File: src/rtl/render_frame_ctrl.sv
// render_frame_ctrl: frame-synchronous parameter commit between game logic
// and the VGA renderer. Game logic fills a shadow set over a valid/ready
// handshake; the shadow is copied to the active outputs only at vblank
// entry, so a rendered frame never mixes old and new parameters. Also
// provides a frame tick, a wrapping frame counter and a saturating
// stale-frame counter for game-logic pacing.
module render_frame_ctrl #(
  parameter int unsigned V_DISPLAY = 480,
  parameter int unsigned FCNT_W    = 8,
  parameter int unsigned STALE_W   = 4
) (
  input  logic               clk,
  input  logic               reset,
  input  logic [9:0]         y,
  input  logic               wr_valid,
  output logic               wr_ready,
  input  logic [15:0]        wr_player_pos,
  input  logic [15:0]        wr_bullet_pos,
  input  logic [1:0]         wr_bullet_color,
  input  logic               wr_is_render,
  input  logic [31:0]        wr_state,
  output logic [15:0]        act_player_pos,
  output logic [15:0]        act_bullet_pos,
  output logic [1:0]         act_bullet_color,
  output logic               act_is_render,
  output logic [31:0]        act_state,
  output logic               pending,
  output logic               frame_tick,
  output logic [FCNT_W-1:0]  frame_cnt,
  output logic [STALE_W-1:0] stale_cnt
);

  localparam logic [9:0] V_DISP_Y = 10'(V_DISPLAY);

  typedef enum logic [1:0] {
    ST_EMPTY  = 2'd0,
    ST_FULL   = 2'd1,
    ST_COMMIT = 2'd2
  } state_t;

  state_t               state_q, state_d;
  logic [9:0]           y_prev_q, y_prev_d;

  // Shadow set written by game logic
  logic [15:0]          sh_player_pos_q, sh_player_pos_d;
  logic [15:0]          sh_bullet_pos_q, sh_bullet_pos_d;
  logic [1:0]           sh_bullet_color_q, sh_bullet_color_d;
  logic                 sh_is_render_q, sh_is_render_d;
  logic [31:0]          sh_state_q, sh_state_d;

  // Active set seen by the renderer
  logic [15:0]          act_player_pos_q, act_player_pos_d;
  logic [15:0]          act_bullet_pos_q, act_bullet_pos_d;
  logic [1:0]           act_bullet_color_q, act_bullet_color_d;
  logic                 act_is_render_q, act_is_render_d;
  logic [31:0]          act_state_q, act_state_d;

  logic                 pending_q, pending_d;
  logic                 frame_tick_q, frame_tick_d;
  logic [FCNT_W-1:0]    frame_cnt_q, frame_cnt_d;
  logic [STALE_W-1:0]   stale_cnt_q, stale_cnt_d;

  logic                 vb_edge;
  logic                 transfer;

  // Vblank entry detection and handshake; writes are refused on the edge
  // cycle so a write can never collide with a commit.
  always_comb begin
    vb_edge  = (y_prev_q < V_DISP_Y) && (y >= V_DISP_Y);
    wr_ready = !vb_edge;
    transfer = wr_valid && wr_ready;
  end

  // Next-state logic for FSM, shadow/active sets and counters
  always_comb begin
    state_d            = state_q;
    y_prev_d           = y;
    sh_player_pos_d    = sh_player_pos_q;
    sh_bullet_pos_d    = sh_bullet_pos_q;
    sh_bullet_color_d  = sh_bullet_color_q;
    sh_is_render_d     = sh_is_render_q;
    sh_state_d         = sh_state_q;
    act_player_pos_d   = act_player_pos_q;
    act_bullet_pos_d   = act_bullet_pos_q;
    act_bullet_color_d = act_bullet_color_q;
    act_is_render_d    = act_is_render_q;
    act_state_d        = act_state_q;
    pending_d          = pending_q;
    frame_tick_d       = vb_edge;
    frame_cnt_d        = frame_cnt_q;
    stale_cnt_d        = stale_cnt_q;

    if (vb_edge) begin
      frame_cnt_d = frame_cnt_q + FCNT_W'(1);
    end

    // Last write wins: any accepted set simply overwrites the shadow.
    if (transfer) begin
      sh_player_pos_d   = wr_player_pos;
      sh_bullet_pos_d   = wr_bullet_pos;
      sh_bullet_color_d = wr_bullet_color;
      sh_is_render_d    = wr_is_render;
      sh_state_d        = wr_state;
      pending_d         = 1'b1;
    end

    case (state_q)
      ST_EMPTY: begin
        if (transfer) begin
          state_d = ST_FULL;
        end else if (vb_edge) begin
          if (stale_cnt_q != '1) begin
            stale_cnt_d = stale_cnt_q + STALE_W'(1);
          end
        end
      end

      ST_FULL: begin
        // transfer and vb_edge are mutually exclusive (wr_ready = !vb_edge)
        if (vb_edge) begin
          act_player_pos_d   = sh_player_pos_q;
          act_bullet_pos_d   = sh_bullet_pos_q;
          act_bullet_color_d = sh_bullet_color_q;
          act_is_render_d    = sh_is_render_q;
          act_state_d        = sh_state_q;
          pending_d          = 1'b0;
          stale_cnt_d        = '0;
          state_d            = ST_COMMIT;
        end
      end

      ST_COMMIT: begin
        if (transfer) begin
          state_d = ST_FULL;
        end else begin
          state_d = ST_EMPTY;
          if (vb_edge && (stale_cnt_q != '1)) begin
            stale_cnt_d = stale_cnt_q + STALE_W'(1);
          end
        end
      end

      default: begin
        state_d   = ST_EMPTY;
        pending_d = 1'b0;
      end
    endcase
  end

  // State registers with asynchronous active-high reset
  always_ff @(posedge clk or posedge reset) begin
    if (reset) begin
      state_q            <= ST_EMPTY;
      y_prev_q           <= V_DISP_Y;
      sh_player_pos_q    <= '0;
      sh_bullet_pos_q    <= '0;
      sh_bullet_color_q  <= '0;
      sh_is_render_q     <= 1'b0;
      sh_state_q         <= '0;
      act_player_pos_q   <= '0;
      act_bullet_pos_q   <= '0;
      act_bullet_color_q <= '0;
      act_is_render_q    <= 1'b0;
      act_state_q        <= '0;
      pending_q          <= 1'b0;
      frame_tick_q       <= 1'b0;
      frame_cnt_q        <= '0;
      stale_cnt_q        <= '0;
    end else begin
      state_q            <= state_d;
      y_prev_q           <= y_prev_d;
      sh_player_pos_q    <= sh_player_pos_d;
      sh_bullet_pos_q    <= sh_bullet_pos_d;
      sh_bullet_color_q  <= sh_bullet_color_d;
      sh_is_render_q     <= sh_is_render_d;
      sh_state_q         <= sh_state_d;
      act_player_pos_q   <= act_player_pos_d;
      act_bullet_pos_q   <= act_bullet_pos_d;
      act_bullet_color_q <= act_bullet_color_d;
      act_is_render_q    <= act_is_render_d;
      act_state_q        <= act_state_d;
      pending_q          <= pending_d;
      frame_tick_q       <= frame_tick_d;
      frame_cnt_q        <= frame_cnt_d;
      stale_cnt_q        <= stale_cnt_d;
    end
  end

  assign act_player_pos   = act_player_pos_q;
  assign act_bullet_pos   = act_bullet_pos_q;
  assign act_bullet_color = act_bullet_color_q;
  assign act_is_render    = act_is_render_q;
  assign act_state        = act_state_q;
  assign pending          = pending_q;
  assign frame_tick       = frame_tick_q;
  assign frame_cnt        = frame_cnt_q;
  assign stale_cnt        = stale_cnt_q;

endmodule

File: config.mk
export PLATFORM = sky130hd
export DESIGN_NAME = render_frame_ctrl
export DESIGN_NICKNAME = d
export VERILOG_FILES = /design/src/rtl/render_frame_ctrl.sv
export SDC_FILE = /design/constraint.sdc
export NUM_CORES = 1
export LEC_CHECK = 0
export ABC_AREA = 1
export CAP_MARGIN = 10
export CORE_MARGIN = 10
export CORE_UTILIZATION = 49
export DETAILED_ROUTE_END_ITERATION = 12
export PLACE_DENSITY = 0.83
export SYNTH_ARGS = -nofsm -noshare
export SYNTH_HDL_FRONTEND = slang
export SYNTH_SLANG_ARGS = --single-unit
export TNS_END_PERCENT = 5
File: constraint.sdc
create_clock -name clk -period 7.2 [get_ports clk]
set_input_delay 1.44 -clock clk [delete_from_list [all_inputs] [get_ports clk]]
set_output_delay 1.44 -clock clk [all_outputs]
set_load 0.02 [all_outputs]
After elaboration in Yosys (flattened, before gate mapping):

Cells that the tools add are included.

* add/sub/neg operators: 2
* magnitude comparators: 2
* equality and inequality tests: 10
* multiplexer cells: 14
* reduce and logical (&&, ||, !) cells: 10

Operator list (number)
* 4-bit 2-to-1 mux: 6
* 2-bit inequality test, second input constant: 7
* 4-bit one-hot mux with 3 select lines: 1
* 10-bit by 9-bit >= comparator with 1-bit output, second input constant: 1
* 10-bit by 9-bit < comparator with 1-bit output, second input constant: 1
* 8-bit by 1-bit adder with 8-bit output, second input constant: 1
* 7-bit AND reduction: 1
* 2-bit one-hot mux with 3 select lines: 1
* 4-bit by 1-bit adder with 4-bit output, second input constant: 1
* 2-bit 2-to-1 mux: 2
* 4-bit inequality test, second input constant: 1
* 2-bit AND reduction: 2
* 1-bit logical AND: 3
* 1-bit 2-to-1 mux: 3
* 3-bit nonzero test: 1
* 2-bit by 1-bit == test with 1-bit output, second input constant: 1
* 2-bit == test, second input constant: 1
* 2-bit zero test: 1
* 1-bit one-hot mux with 2 select lines: 1
* 2-bit OR reduction: 1
* 1-bit zero test: 1

* register bits after elaboration: 160
* input bits: 80
* output and inout port bits: 82

Depth between registers and ports, before layout:

* word-level depth: 7
* gate-level depth with buffers: 9

Worst setup path after synthesis:

OpenSTA, ideal clock, no wires.

* kind: input -> output
* start point: input port y[6]
* end point: output port wr_ready
* arrival: 1.985 ns
* slack: 3.775 ns
* stages on the path: 4
* cells stage by stage: nand2_1 o21ai_2 nand2_4 buf_2

* word-level cells in the longest chain between the ends: 3

RTL lines
* start: declaration: line 14 `input logic [9:0] y,`
* 10-bit by 9-bit >= comparator with 1-bit output: line 69 `vb_edge = (y_prev_q < V_DISP_Y) && (y >= V_DISP_Y);`
* 1-bit logical AND: line 69
* 1-bit zero test: line 70 `wr_ready = !vb_edge;`
* end: declaration: line 16 `output logic wr_ready,`

No other way between the ends.

Worst setup path in the final report:

* start point: input port y[7]
* end point: output port wr_ready

The elaborated chain is that of the path after synthesis.

==> results.md <==
- Area grow syn2layout: 36.7%
- Hold_buf cts: 0
- Share of cells above drive strength 1: 0.0620
- Count leader, synth: nand2_1
- Avg Synthesized Cell Area: approximately 9 um^2
- Worst skew pair latency: about 0.42 ns
- Routability cong.: around 0.79
- Synth Instances: 700
- IO buf count: around 160
- Die ar.: about 0.018 mm^2
- Yosys cell types: 25
- Metal-1 WL: around 6400 um
- Cell Chain, Critical Path: clkdlybuf4s50_1, nand2_1, o21ai_2, nand2_4, clkdlybuf4s50_1
- Peak supply drop: ~0.21 mV
- Placed Instance Area: ~0.0078 mm^2
- Setup WS pre-CTS: around 2.2 ns
- Dominant synthesized flop cell: dfrtp_1
- Crit Path Max Fanout: between 70 and 80
- Filler cells: approximately 940
- Worst-path clk slew: 0.06 ns
- Most used cell, CP: clkdlybuf4s50_1
- Post-route cell area: about 0.0085 mm^2
- Vias in the first global route: around 5.1k
- Reg area: just under 0.004 mm^2
- Synth warn: 0
- PwrDens: 347 mW/mm^2
- CTS Sinks: between 150 and 200
- Critical path's slowest cell: clkdlybuf4s50_1
- Post-detail-place hpwl: 9950 um
- Register area share after synthesis: 0.628
- Placed Cells: 991
- Worst min-delay path category: reg -> reg
- Post-synth top area share: 0.611
- Cell taking the most area after synthesis: dfrtp_1
- Fin Hold WS: roughly 0.47 ns
- Cell row count: 40
- Max clock buf depth: 2
- FMAX: 201 MHz
- Final Cycle Share: 0.691
- DR iter-0 viols: about 390
- Gr usage total: 0.184
- Critical path class: in -> out
- Clock Skew: 0.00643 ns
- Max-cap violations: 0
- Antenna viol nets, final: 0
- Multi-input gate area: 0.00203 mm^2
- R2R setup slack: around 4.2 ns
- Mapped Area: around 0.0062 mm^2
- First-pass GRT wire length: 26100 um
- Routed vias: 5017
- Wire length on met2: ~8000 um
- Slew @ Worst Pin: around 1.1 ns
- PostCTS Resize Cnt: 0
- Die width: between 100 and 150 um
- Core Area: about 0.012 mm^2
- Post-synth top cells: nand2_1 (383), dfrtp_1 (151), nand3_1 (73), buf_2 (15), inv_1 (15)
- Final nets: between 900 and 1k
- Arr. time, crit path: ~3.5 ns
- DRC viols: 0
- Setup violators final: 0
- Number of synthesized register bits: roughly 160
- RSZ-0062 raised after global routing: false
- PnR worst setup slack: between 2 and 2.5 ns
- Top cells by area, synth: dfrtp_1 (61%), nand2_1 (23%), nand3_1 (5.9%), dfstp_2 (1.7%), buf_2 (1.2%)
- Crit path time final: 4.98 ns
- CTS tree: yes
- Total setup buffers inserted after CTS: 0
- Outcome: finished clean
- CP endpoint kind: primary output
- EDFF count, synth: 0
- Lkg Pwr: around 4.3 nW
- Setup TNS: 0 ns
- Hold Violations, Final: 0
- Total wire length: roughly 16000 um
- Num ports: roughly 160
- CTS Buf Count: 17
- DR top layer: met4
- DR WL/cell: 15.4 um
- Final Core Density: 0.695
- Vias per std cell: 4.90
- Worst path max stage delay: 0.76 ns
- Largest net degree at the start of global routing: around 90
- Slew HR: 0.232
- Root Buffer: clkbuf_16
- Total grt overflow: 0
- Worst Setup Start Kind: input port
- FFs w/ async S/R, synth: 1.00
- DR WL met3: between 900 and 1000 um
- Non-filler cells, final: 1024
- Final Slew Violations: 0
- CTS H-tree depth: 4
- Initial antenna violation count: 2
- Initial core utilization: 0.508
- 1st-pass router iterations: 5
- Required time worst endpoint: 5.76 ns
- Syn_nets: around 780
- Die H: between 100 and 150 um
- PnR Total Power: 2.94 mW
-- power breakdown --
| group | internal (mW) | leakage, nW | total (mW) | switching [mW] |
|---|---|---|---|---|
| Clock | 0.640 | 0.318 | 0.986 | 0.346 |
| Combinational | 0.353 | 2.06 | 0.779 | 0.426 |
| Sequential | 1.05 | 1.94 | 1.17 | 0.116 |
| Total | 2.05 | 4.31 | 2.94 | 0.888 |
-- worst max-delay path, delay by kind of cell --
kind / cells / cell delay (ns)
buf+inv: 2 / 1.19
compound gates: 1 / 0.10
simple gates: 2 / 0.80
-- cell type report --
class,instances,area share
clock inverter,12,0.0228
timing repair buffer,161,0.189
multi-input combinational,490,0.241
sequential,155,0.460
clock buffer,20,0.0552
antenna,1,0.000296
inverter,17,0.00814
tap,168,0.0249
-- layer usage --
layer	global-route usage	vias up
met4	0.0678	0
met5	0	-
li1	-	2452
met3	0.0644	21
met2	0.303	129
met1	0.216	2415
-- flip-flops by register name (all words and copies together), names as in the netlist --
signal and cells:
act_state 32, sh_is_render_q 1, stale_cnt 4, frame_tick 1
pending 1, sh_bullet_pos_q 16, act_is_render 1, sh_bullet_color_q 2
act_bullet_color 2, state_q 2, sh_player_pos_q 16, sh_state_q 32
act_player_pos 16, frame_cnt 8, act_bullet_pos 16, y_prev_q 5
-- worst paths after layout --
kind | startpoint | cells after the start | endpoint
max in group asynchronous | reset | 3 | frame_cnt[7]$_DFFE_PP0P_
min reg2reg | act_bullet_pos[3]$_DFFE_PP0P_ | 2 | act_bullet_pos[3]$_DFFE_PP0P_
max | y[7] | 5 | wr_ready
max reg2reg | y_prev_q[7]$_DFF_PP1_ | 8 | act_state[16]$_DFFE_PP0P_
min in group asynchronous | reset | 2 | sh_bullet_pos_q[6]$_DFFE_PP0P_
min | act_bullet_pos[3]$_DFFE_PP0P_ | 2 | act_bullet_pos[3]$_DFFE_PP0P_
-- placed cells by master, fill, tap and decap left out, drive strengths merged, types with 4 or more instances in the layout --
cell / Yosys / final
nand2: 384 / 384
clkdlybuf4s50: 0 / 155
dfrtp: 151 / 151
nand3: 73 / 73
clkbuf: 11 / 20
inv: 17 / 17
nor2: 14 / 14
buf: 27 / 6
bufinv: 0 / 5
o21ai: 5 / 5
clkinv: 0 / 4
dfstp: 4 / 4
-- logic make-up (layout without fill, tap and decap cells) --
| group | after synthesis | after routing | share of synthesized area |
|---|---|---|---|
| AND/OR/NAND/NOR | 475 | 475 | 0.309 |
| flip-flops | 155 | 155 | 0.628 |
| buffers and inverters | 55 | 210 | 0.0437 |
| AO/OA/AOI/OAI | 8 | 8 | 0.00789 |
| XOR/XNOR | 5 | 5 | 0.00708 |
| adder cells (fa/ha/maj) | 2 | 2 | 0.00405 |
| other | 0 | 1 | 0 |
Power figures use the tool's default switching activity.
